## src/rtl/dlx_mem_arb_pkg.sv

```systemverilog
// rtl/dlx_mem_arb_pkg.sv - shared types and limits for the ROM port arbiter
package dlx_mem_arb_pkg;

    typedef enum logic [1:0] {
        IDLE,
        ISSUE,
        RESP
    } arb_state_t;

    localparam int MAX_REQ = 8;
    // Requester indices and the round-robin pointer are sized for the largest legal NUM_REQ.
    localparam int IDX_W = $clog2(MAX_REQ);

endpackage

```

## src/rtl/rr_pick.sv

```systemverilog
// rtl/rr_pick.sv - combinational round-robin picker: first request at or after ptr, cyclically
module rr_pick
    import dlx_mem_arb_pkg::*;
#(
    parameter int N = 2
) (
    input  logic [N-1:0]     req,
    input  logic [IDX_W-1:0] ptr,
    output logic [N-1:0]     win,
    output logic [IDX_W-1:0] idx,
    output logic             any
);

    always_comb begin
        any = 1'b0;
        idx = '0;
        win = '0;
        // Outer loop is priority distance from ptr; inner loop finds the requester at that distance.
        for (int i = 0; i < N; i++) begin
            for (int j = 0; j < N; j++) begin
                if (!any && req[j] && (j == ((int'(ptr) + i) % N))) begin
                    any = 1'b1;
                    idx = IDX_W'(j);
                end
            end
        end
        for (int j = 0; j < N; j++) begin
            win[j] = any && (int'(idx) == j);
        end
    end

endmodule

```

## src/rtl/rom_arbiter.sv

```systemverilog
// rtl/rom_arbiter.sv - round-robin arbiter sharing one ROM read port; ROM_ARB_TIMEOUT_EN adds a DATA_READY timeout
module rom_arbiter
    import dlx_mem_arb_pkg::*;
#(
    parameter int NUM_REQ        = 2,
    parameter int WORD_SIZE      = 32,
    parameter int ADDRESS_SIZE   = 16,
    parameter int TIMEOUT_CYCLES = 15
) (
    input  logic                            clk,
    input  logic                            rst,
    input  logic [NUM_REQ-1:0]              req,
    input  logic [NUM_REQ*ADDRESS_SIZE-1:0] req_addr,
    output logic [NUM_REQ-1:0]              gnt,
    output logic [NUM_REQ-1:0]              rvalid,
    output logic [WORD_SIZE-1:0]            rdata,
    output logic                            rerr,
    output logic                            mem_enable,
    output logic [ADDRESS_SIZE-1:0]         mem_address,
    input  logic [WORD_SIZE-1:0]            mem_data,
    input  logic                            mem_data_ready
);

    arb_state_t               state_q, state_d;
    logic [IDX_W-1:0]         ptr_q, ptr_d;
    logic [IDX_W-1:0]         win_q, win_d;
    logic [NUM_REQ-1:0]       gnt_q, gnt_d;
    logic [NUM_REQ-1:0]       rvalid_q, rvalid_d;
    logic [WORD_SIZE-1:0]     rdata_q, rdata_d;
    logic                     rerr_q, rerr_d;
    logic                     mem_enable_q, mem_enable_d;
    logic [ADDRESS_SIZE-1:0]  mem_address_q, mem_address_d;

    logic [NUM_REQ-1:0]       pick_win;
    logic [IDX_W-1:0]         pick_idx;
    logic                     pick_any;

`ifdef ROM_ARB_TIMEOUT_EN
    logic [7:0]               tcnt_q, tcnt_d;
`else
    logic [7:0]               unused_timeout_cfg;
    assign unused_timeout_cfg = 8'(TIMEOUT_CYCLES);
`endif

    rr_pick #(
        .N   (NUM_REQ)
    ) u_rr_pick (
        .req (req),
        .ptr (ptr_q),
        .win (pick_win),
        .idx (pick_idx),
        .any (pick_any)
    );

    always_comb begin
        state_d       = state_q;
        ptr_d         = ptr_q;
        win_d         = win_q;
        gnt_d         = '0;
        rvalid_d      = '0;
        rdata_d       = rdata_q;
        rerr_d        = rerr_q;
        mem_enable_d  = mem_enable_q;
        mem_address_d = mem_address_q;
`ifdef ROM_ARB_TIMEOUT_EN
        tcnt_d        = tcnt_q;
`endif
        case (state_q)
            IDLE: begin
                if (pick_any) begin
                    state_d       = ISSUE;
                    win_d         = pick_idx;
                    gnt_d         = pick_win;
                    mem_enable_d  = 1'b1;
                    mem_address_d = req_addr[int'(pick_idx)*ADDRESS_SIZE +: ADDRESS_SIZE];
`ifdef ROM_ARB_TIMEOUT_EN
                    tcnt_d        = '0;
`endif
                end
            end
            ISSUE: begin
                if (mem_data_ready) begin
                    rdata_d      = mem_data;
                    rvalid_d     = NUM_REQ'(1) << win_q;
                    rerr_d       = 1'b0;
                    mem_enable_d = 1'b0;
                    state_d      = RESP;
                end
`ifdef ROM_ARB_TIMEOUT_EN
                else if (tcnt_q == 8'(TIMEOUT_CYCLES - 1)) begin
                    rdata_d      = '0;
                    rvalid_d     = NUM_REQ'(1) << win_q;
                    rerr_d       = 1'b1;
                    mem_enable_d = 1'b0;
                    state_d      = RESP;
                end else begin
                    tcnt_d = tcnt_q + 8'd1;
                end
`endif
            end
            RESP: begin
                // Enable stays low here so the ROM drops its valid flag before the next access.
                mem_enable_d = 1'b0;
                ptr_d        = (win_q == IDX_W'(NUM_REQ - 1)) ? '0 : win_q + 1'b1;
                state_d      = IDLE;
            end
            default: begin
                state_d = IDLE;
            end
        endcase
    end

    always_ff @(posedge clk or negedge rst) begin
        if (!rst) begin
            state_q       <= IDLE;
            ptr_q         <= '0;
            win_q         <= '0;
            gnt_q         <= '0;
            rvalid_q      <= '0;
            rdata_q       <= '0;
            rerr_q        <= 1'b0;
            mem_enable_q  <= 1'b0;
            mem_address_q <= '0;
`ifdef ROM_ARB_TIMEOUT_EN
            tcnt_q        <= '0;
`endif
        end else begin
            state_q       <= state_d;
            ptr_q         <= ptr_d;
            win_q         <= win_d;
            gnt_q         <= gnt_d;
            rvalid_q      <= rvalid_d;
            rdata_q       <= rdata_d;
            rerr_q        <= rerr_d;
            mem_enable_q  <= mem_enable_d;
            mem_address_q <= mem_address_d;
`ifdef ROM_ARB_TIMEOUT_EN
            tcnt_q        <= tcnt_d;
`endif
        end
    end

    assign gnt         = gnt_q;
    assign rvalid      = rvalid_q;
    assign rdata       = rdata_q;
    assign rerr        = rerr_q;
    assign mem_enable  = mem_enable_q;
    assign mem_address = mem_address_q;

endmodule

```

## config.mk

```make
export PLATFORM = sky130hd
export DESIGN_NAME = rom_arbiter
export DESIGN_NICKNAME = d
export VERILOG_FILES = /design/src/rtl/dlx_mem_arb_pkg.sv /design/src/rtl/rr_pick.sv /design/src/rtl/rom_arbiter.sv
export SDC_FILE = /design/constraint.sdc
export NUM_CORES = 1
export LEC_CHECK = 0
export CORE_AREA = 2 2 94 96
export CTS_CLUSTER_SIZE = 14
export DETAILED_ROUTE_END_ITERATION = 12
export DIE_AREA = 0 0 96 98
export GPL_ROUTABILITY_DRIVEN = 0
export GPL_TIMING_DRIVEN = 0
export PLACE_DENSITY = 0.64
export SKIP_CTS_REPAIR_TIMING = 1
export SLEW_MARGIN = 20
export SYNTH_ARGS = -nofsm -noshare
export SYNTH_HDL_FRONTEND = slang
export SYNTH_SLANG_ARGS = --single-unit
```

## constraint.sdc

```tcl
create_clock -name clk -period 1.4 [get_ports clk]
set_input_delay 0.28 -clock clk [delete_from_list [all_inputs] [get_ports clk]]
set_output_delay 0.28 -clock clk [all_outputs]
set_load 0.05 [all_outputs]
```

==> reports/results.ini, run 1 <==
[flow_run]
max_cap_viol_count=0

[logic_synthesis]
yosys-top-cells-count=57 x dfrtp_1, 32 x mux2_2, 19 x nor2_1
synthAdderAreaFrac_pct=2.06
synth_area_um2=2430
synth_top_family_by_area=multiplexers
yosysTopAreaCell=dfrtp_1
synth_top_area_share_pct=58.6
synth_warnings=0
syn_avg_cell_area_um2=12.5
ys_seq_elements=57
synth_fp_nets=267
ys.flop_type=dfrtp_1
ys_seq_area_share_pct=58.6
synth_xor_area_share_pct=0
synth_edf_count=0
syn_inst=194
synth_area_leaders=dfrtp_1 59%, mux2_2 15%, a31oi_1 4.1%
synth_compound_area_share_pct=14.1
yosysMostFrequentCell=dfrtp_1
ys_types=29
synthMuxAreaShare_pct=14.8
synthSimpleGateAreaFrac_pct=5.61
synthArstFlopShare_pct=100

[worst_setup_path]
path_max_fanout=10
cp_slowest_cell=dfrtp_1
ff2ff_path_depth=5
worstSetupEndpointType=flop
crit_chain=inv_2, ha_4, nand2_8, buf_8, mux2_2
cp.arrival_ns=1.59
r2r_start=state_q[1]
cp.required_ns=1.61
worst_r2r_endpoint=rdata[31]
cp_slowest_stage_delay_ns=0.38
cp-start-kind=flop
reg2reg_slack_ns=0.02
crit_type=reg -> reg

[placed_design]
dp_hpwl_um=4640
place_ws_ns=-0.361
dp_cells=424
port_buffers=121

[sta]
hold-worst-slack_ns=0.394
hold_violations=0
rsz0062_at_grt=true
fmaxAchievable_mhz=723
finalCritPeriodShare_pct=98.8
slew_headroom_pct=63.7
tightest_slew_ns=0.544
finalSetupViolCount=0
maxSlewViolCount=0
fin_worst_skew_ns=0.00995
fin_crit_ns=1.38
setup_ws_ns=0.0163

[clock_tree]
cts-root-buf=clkbuf_8
clock_latency_ns=0.33
clockBufferDepth=2
cts_buffers=9
cts_sinks=57
cts.clk_slew.worst_paths_ns=0.07
htree_levels=3
cts_tree=built

[final_layout]
n_antenna_cell=0
nFillCells=826
synthToLayoutAreaGrowth_pct=60.9
drive_gt1_share_pct=37.8
fin_nets=409
multi_input_area_um2=942
final_cells=449
seqCellArea_um2=1430
finish.utilization_pct=46.2

[routing]
viasPerCell=4.67
initialDrtViolationCount=55
drc=0
finalWirelength_um=6660
via_count=2096
drt-wirelength-per-cell_um=14.8
ant_nets=0
drtPass1Iterations=4

[grt]
overflow=0
grt_start_max_net_pins=33
grt_use_total_pct=14.2
grt_pass1_vias=2122
grt_pass1_wl_um=10300
antenna_found_initial=0

[pwr]
p_int_mw=5.21
p_sw_share_pct=49.8
p_per_area_nw_per_um2=2650
ir_drop_mv=0.776
share_comb_of_total_power_pct=59.1
pwr-share-clk_pct=13.0
pwr-share-seq_pct=27.9
p_sw_mw=5.17
leakagePower_nw=1.80

[die]
die_x_um=96
io_pins=123
core_um2=8470
die_y_um=98
initial_core_util_pct=28.7
die_area_um2=9410
core.rowCount=34

[status]
status=completed

[hold_path]
hold_class=in -> async

logic make-up after synthesis:
kind of cell	count (synthesis)
flops	57
fa+ha+maj	4
simple gates	27
other cells	1
mux	32
compound gates	58
buf+inv	15
layout by cell type (no fill, tap or decap), types with 2 or more instances in the layout:
cell type        Yosys  routed
clkdlybuf4s50_1      0      65
dfrtp_1             57      56
clkbuf_2             1      49
mux2_2              32      32
nor2_1              19      19
a21oi_1             18      18
a31oi_1             16      16
clkbuf_8             0      11
buf_4                2      10
o21ai_0             10      10
o21ai_1              8       8
dlymetal6s2s_1       0       7
buf_8                1       4
buf_6                4       4
clkinv_2             0       3
inv_2                0       2
ha_4                 0       2
ha_1                 4       2
clkbuf_1             0       2
critical path, delay by kind of cell, from the launching register on:
kind	cells	cell delay (ns)
DFF	1	0.38
muxes	1	0.34
buffers and inverters	2	0.23
adders and majority gates	1	0.19
and+or+nand+nor	1	0.11
power by group through the flow:
stage	clock (mW)	sequential (mW)	combinational, mW
CTS	1.41	2.90	6.52
global route	1.49	3.00	6.49
floorplan	0	5.56	1.65
finish	1.35	2.90	6.14
detailed placement	0	2.92	6.50
global placement	0	2.89	6.42
layer usage:
metal,vias to the layer above,wire length (um),GRT usage [%]
met5,-,0,0
li1,980,-,-
met4,0,123,7.58
met1,1030,2840,17.6
met2,77,3380,22.8
met3,9,316,2.85
state kept, by name, summed over array words and instances, names as in the netlist:
register     cells
state_q          2
gnt              2
rvalid           2
win_q            1
mem_address     16
rdata           32
ptr_q            1
mem_enable       1
metrics by stage:
step / total power [mW] / area (um2) / TNS [ns]
5_1_grt: 11.0 / 3910 / -0.170
3_3_place_gp: 9.32 / 3790 / -116.97
4_1_cts: 10.8 / 3980 / -24.31
3_5_place_dp: 9.41 / 3810 / -12.93
6_report: 10.4 / 3910 / 0
2_1_floorplan: 7.20 / 2440 / 0
how the worst max path moves through the flow:
| stage | from | to | slack, ns | depth (start not counted) |
|---|---|---|---|---|
| CTS | rdata[26] | rdata[26] | -0.41 | 1 |
| detailed placement | req[0] | mem_address[11] | -0.36 | 5 |
| global route | state_q[1] | rdata[31] | -0.03 | 5 |
| floorplan | state_q[1] | rdata[0] | 0.03 | 5 |
| finish | state_q[1] | rdata[31] | 0.02 | 5 |
| global placement | rst | rdata[15] | -1.86 | 1 |
area by class of cell:
type / instances / share of cell area (%)
sequential: 57 / 36.5
timing repair buffer: 131 / 27.9
multi-input combinational: 122 / 24.1
clock buffer: 13 / 4.06
tap: 108 / 3.45
buffer: 12 / 3.32
clock inverter: 3 / 0.384
inverter: 3 / 0.288
Note: power is estimated with default switching activity, not from simulation.
==> inputs of run 2 (changes only) <==
- PLACE_DENSITY: 0.64 -> 0.61
- clock period: 1.4 -> 1.3 ns (I/O delays scaled with it)
==> reports/results.ini, run 2 (synthesized netlist as in run 1, its figures left out) <==
[final_layout]
largest_reg_flops=32
fin_area_um2=4170
n_antenna_cell=0
finish.utilization_pct=49.3
final_cells=453
layout_common_cells=65 x clkdlybuf4s50_1, 56 x dfrtp_1, 54 x clkbuf_2, 32 x mux2_2, 19 x nor2_1
fin_nets=414
final_common_cell=clkdlybuf4s50_1
synthToLayoutAreaGrowth_pct=71.6
drive_gt1_share_pct=45.5

[hold_path]
hold_class=in -> async

[sta]
finalSetupViolCount=47
fmaxAchievable_mhz=715
setup_tns_ns=-2.43
finalCritPeriodShare_pct=108
rsz0062_at_grt=true
setup_ws_ns=-0.0994
maxSlewViolCount=0
fin_crit_ns=1.40
hold-worst-slack_ns=0.426
fin_worst_skew_ns=0.0102
hold_violations=0

[pwr]
pwr-share-clk_pct=14.7
p_int_mw=6.17
total_power_mw=12.0
pwr-share-seq_pct=26.0
leakagePower_nw=1.82
p_per_area_nw_per_um2=2880
ir_drop_mv=1.00
share_comb_of_total_power_pct=59.3
p_sw_share_pct=48.7
p_sw_mw=5.86

[die]
io_pins=123
initial_core_util_pct=28.7
die_y_um=98
core_um2=8470
die_area_um2=9410
core.rowCount=34
die_x_um=96

[worst_setup_path]
cp_slowest_cell=dfrtp_1
worstSetupEndpointType=flop
r2r_start=state_q[1]
path_max_fanout=9
crit_chain=inv_2, ha_4, nand2_8, clkbuf_16, mux2_2
critPathBufInv=2
cp_slowest_stage_delay_ns=0.39
critPathTopFamily=flip-flops
reg2reg_slack_ns=-0.1
cp.arrival_ns=1.61
cp-start-kind=flop
crit_type=reg -> reg
cp.required_ns=1.51
critPathLaunch=state_q[1]

[grt]
grt_start_max_net_pins=30
grt_pass1_wl_um=10100
overflow=0
antenna_found_initial=0
grt_pass1_vias=2184
grt_use_total_pct=14.1

[routing]
drc=0
ant_nets=0
finalWirelength_um=7000
initialDrtViolationCount=42
drt-wirelength-per-cell_um=15.5
drtPass1Iterations=4
via_count=2126
viasPerCell=4.69

[placed_design]
dp_cells=424
dpl_cell_area_um2=3830
port_buffers=121
dp_hpwl_um=4660
place_ws_ns=-0.436

[clock_tree]
cts_sinks=57
cts_tree=built
clock_latency_ns=0.33
cts_buffers=9
cts.clk_slew.worst_paths_ns=0.07
clockBufferDepth=2
htree_levels=3
cts-root-buf=clkbuf_8

[status]
status=finished, violations left
violations=negative setup slack

[flow_run]
max_cap_viol_count=0

## run 2: power by group through the flow
stage / Clock, mW / Sequential (mW) / Combinational, mW
finish: 1.78 / 3.13 / 7.13
global route: 1.92 / 3.25 / 7.48
CTS: 1.84 / 3.13 / 7.05
detailed placement: 0 / 3.16 / 7.03
global placement: 0 / 3.12 / 6.97
floorplan: 0 / 5.99 / 1.82
## run 2: final cells by class
cell class | instances | area (um2)
Buffer | 12 | 134
Clock buffer | 9 | 124
Clock inverter | 6 | 83.8
Fill cell | 786 | 4290
Inverter | 3 | 11.3
Multi-Input combinational cell | 122 | 1110
Sequential cell | 57 | 1430
Tap cell | 108 | 135
Timing Repair Buffer | 136 | 1150
## run 2: routing by layer
metal | vias up | global-route usage (%) | routed length (um)
met2 | 63 | 23.9 | 3540
met4 | 0 | 7.25 | 132
met1 | 1057 | 16.3 | 2970
li1 | 996 | - | -
met5 | - | 0 | 0
met3 | 10 | 3.32 | 355
## run 2: worst paths after layout
kind	end	cells past startpoint
worst max register to register	rdata[9]	5
worst min register to register	rvalid[0]	1
min in group clk	state_q[1]	4
worst max-delay path	rdata[9]	5
max in group asynchronous	state_q[0]	3
worst min-delay path	mem_address[3]	2
## run 2: worst register-to-register path: cells and delay by family, from the launching register on
| kind | cells | cell delay, ns |
|---|---|---|
| adder cells (fa/ha/maj) | 1 | 0.19 |
| flip-flops | 1 | 0.39 |
| AND/OR/NAND/NOR | 1 | 0.12 |
| multiplexers | 1 | 0.33 |
| buffers and inverters | 2 | 0.25 |
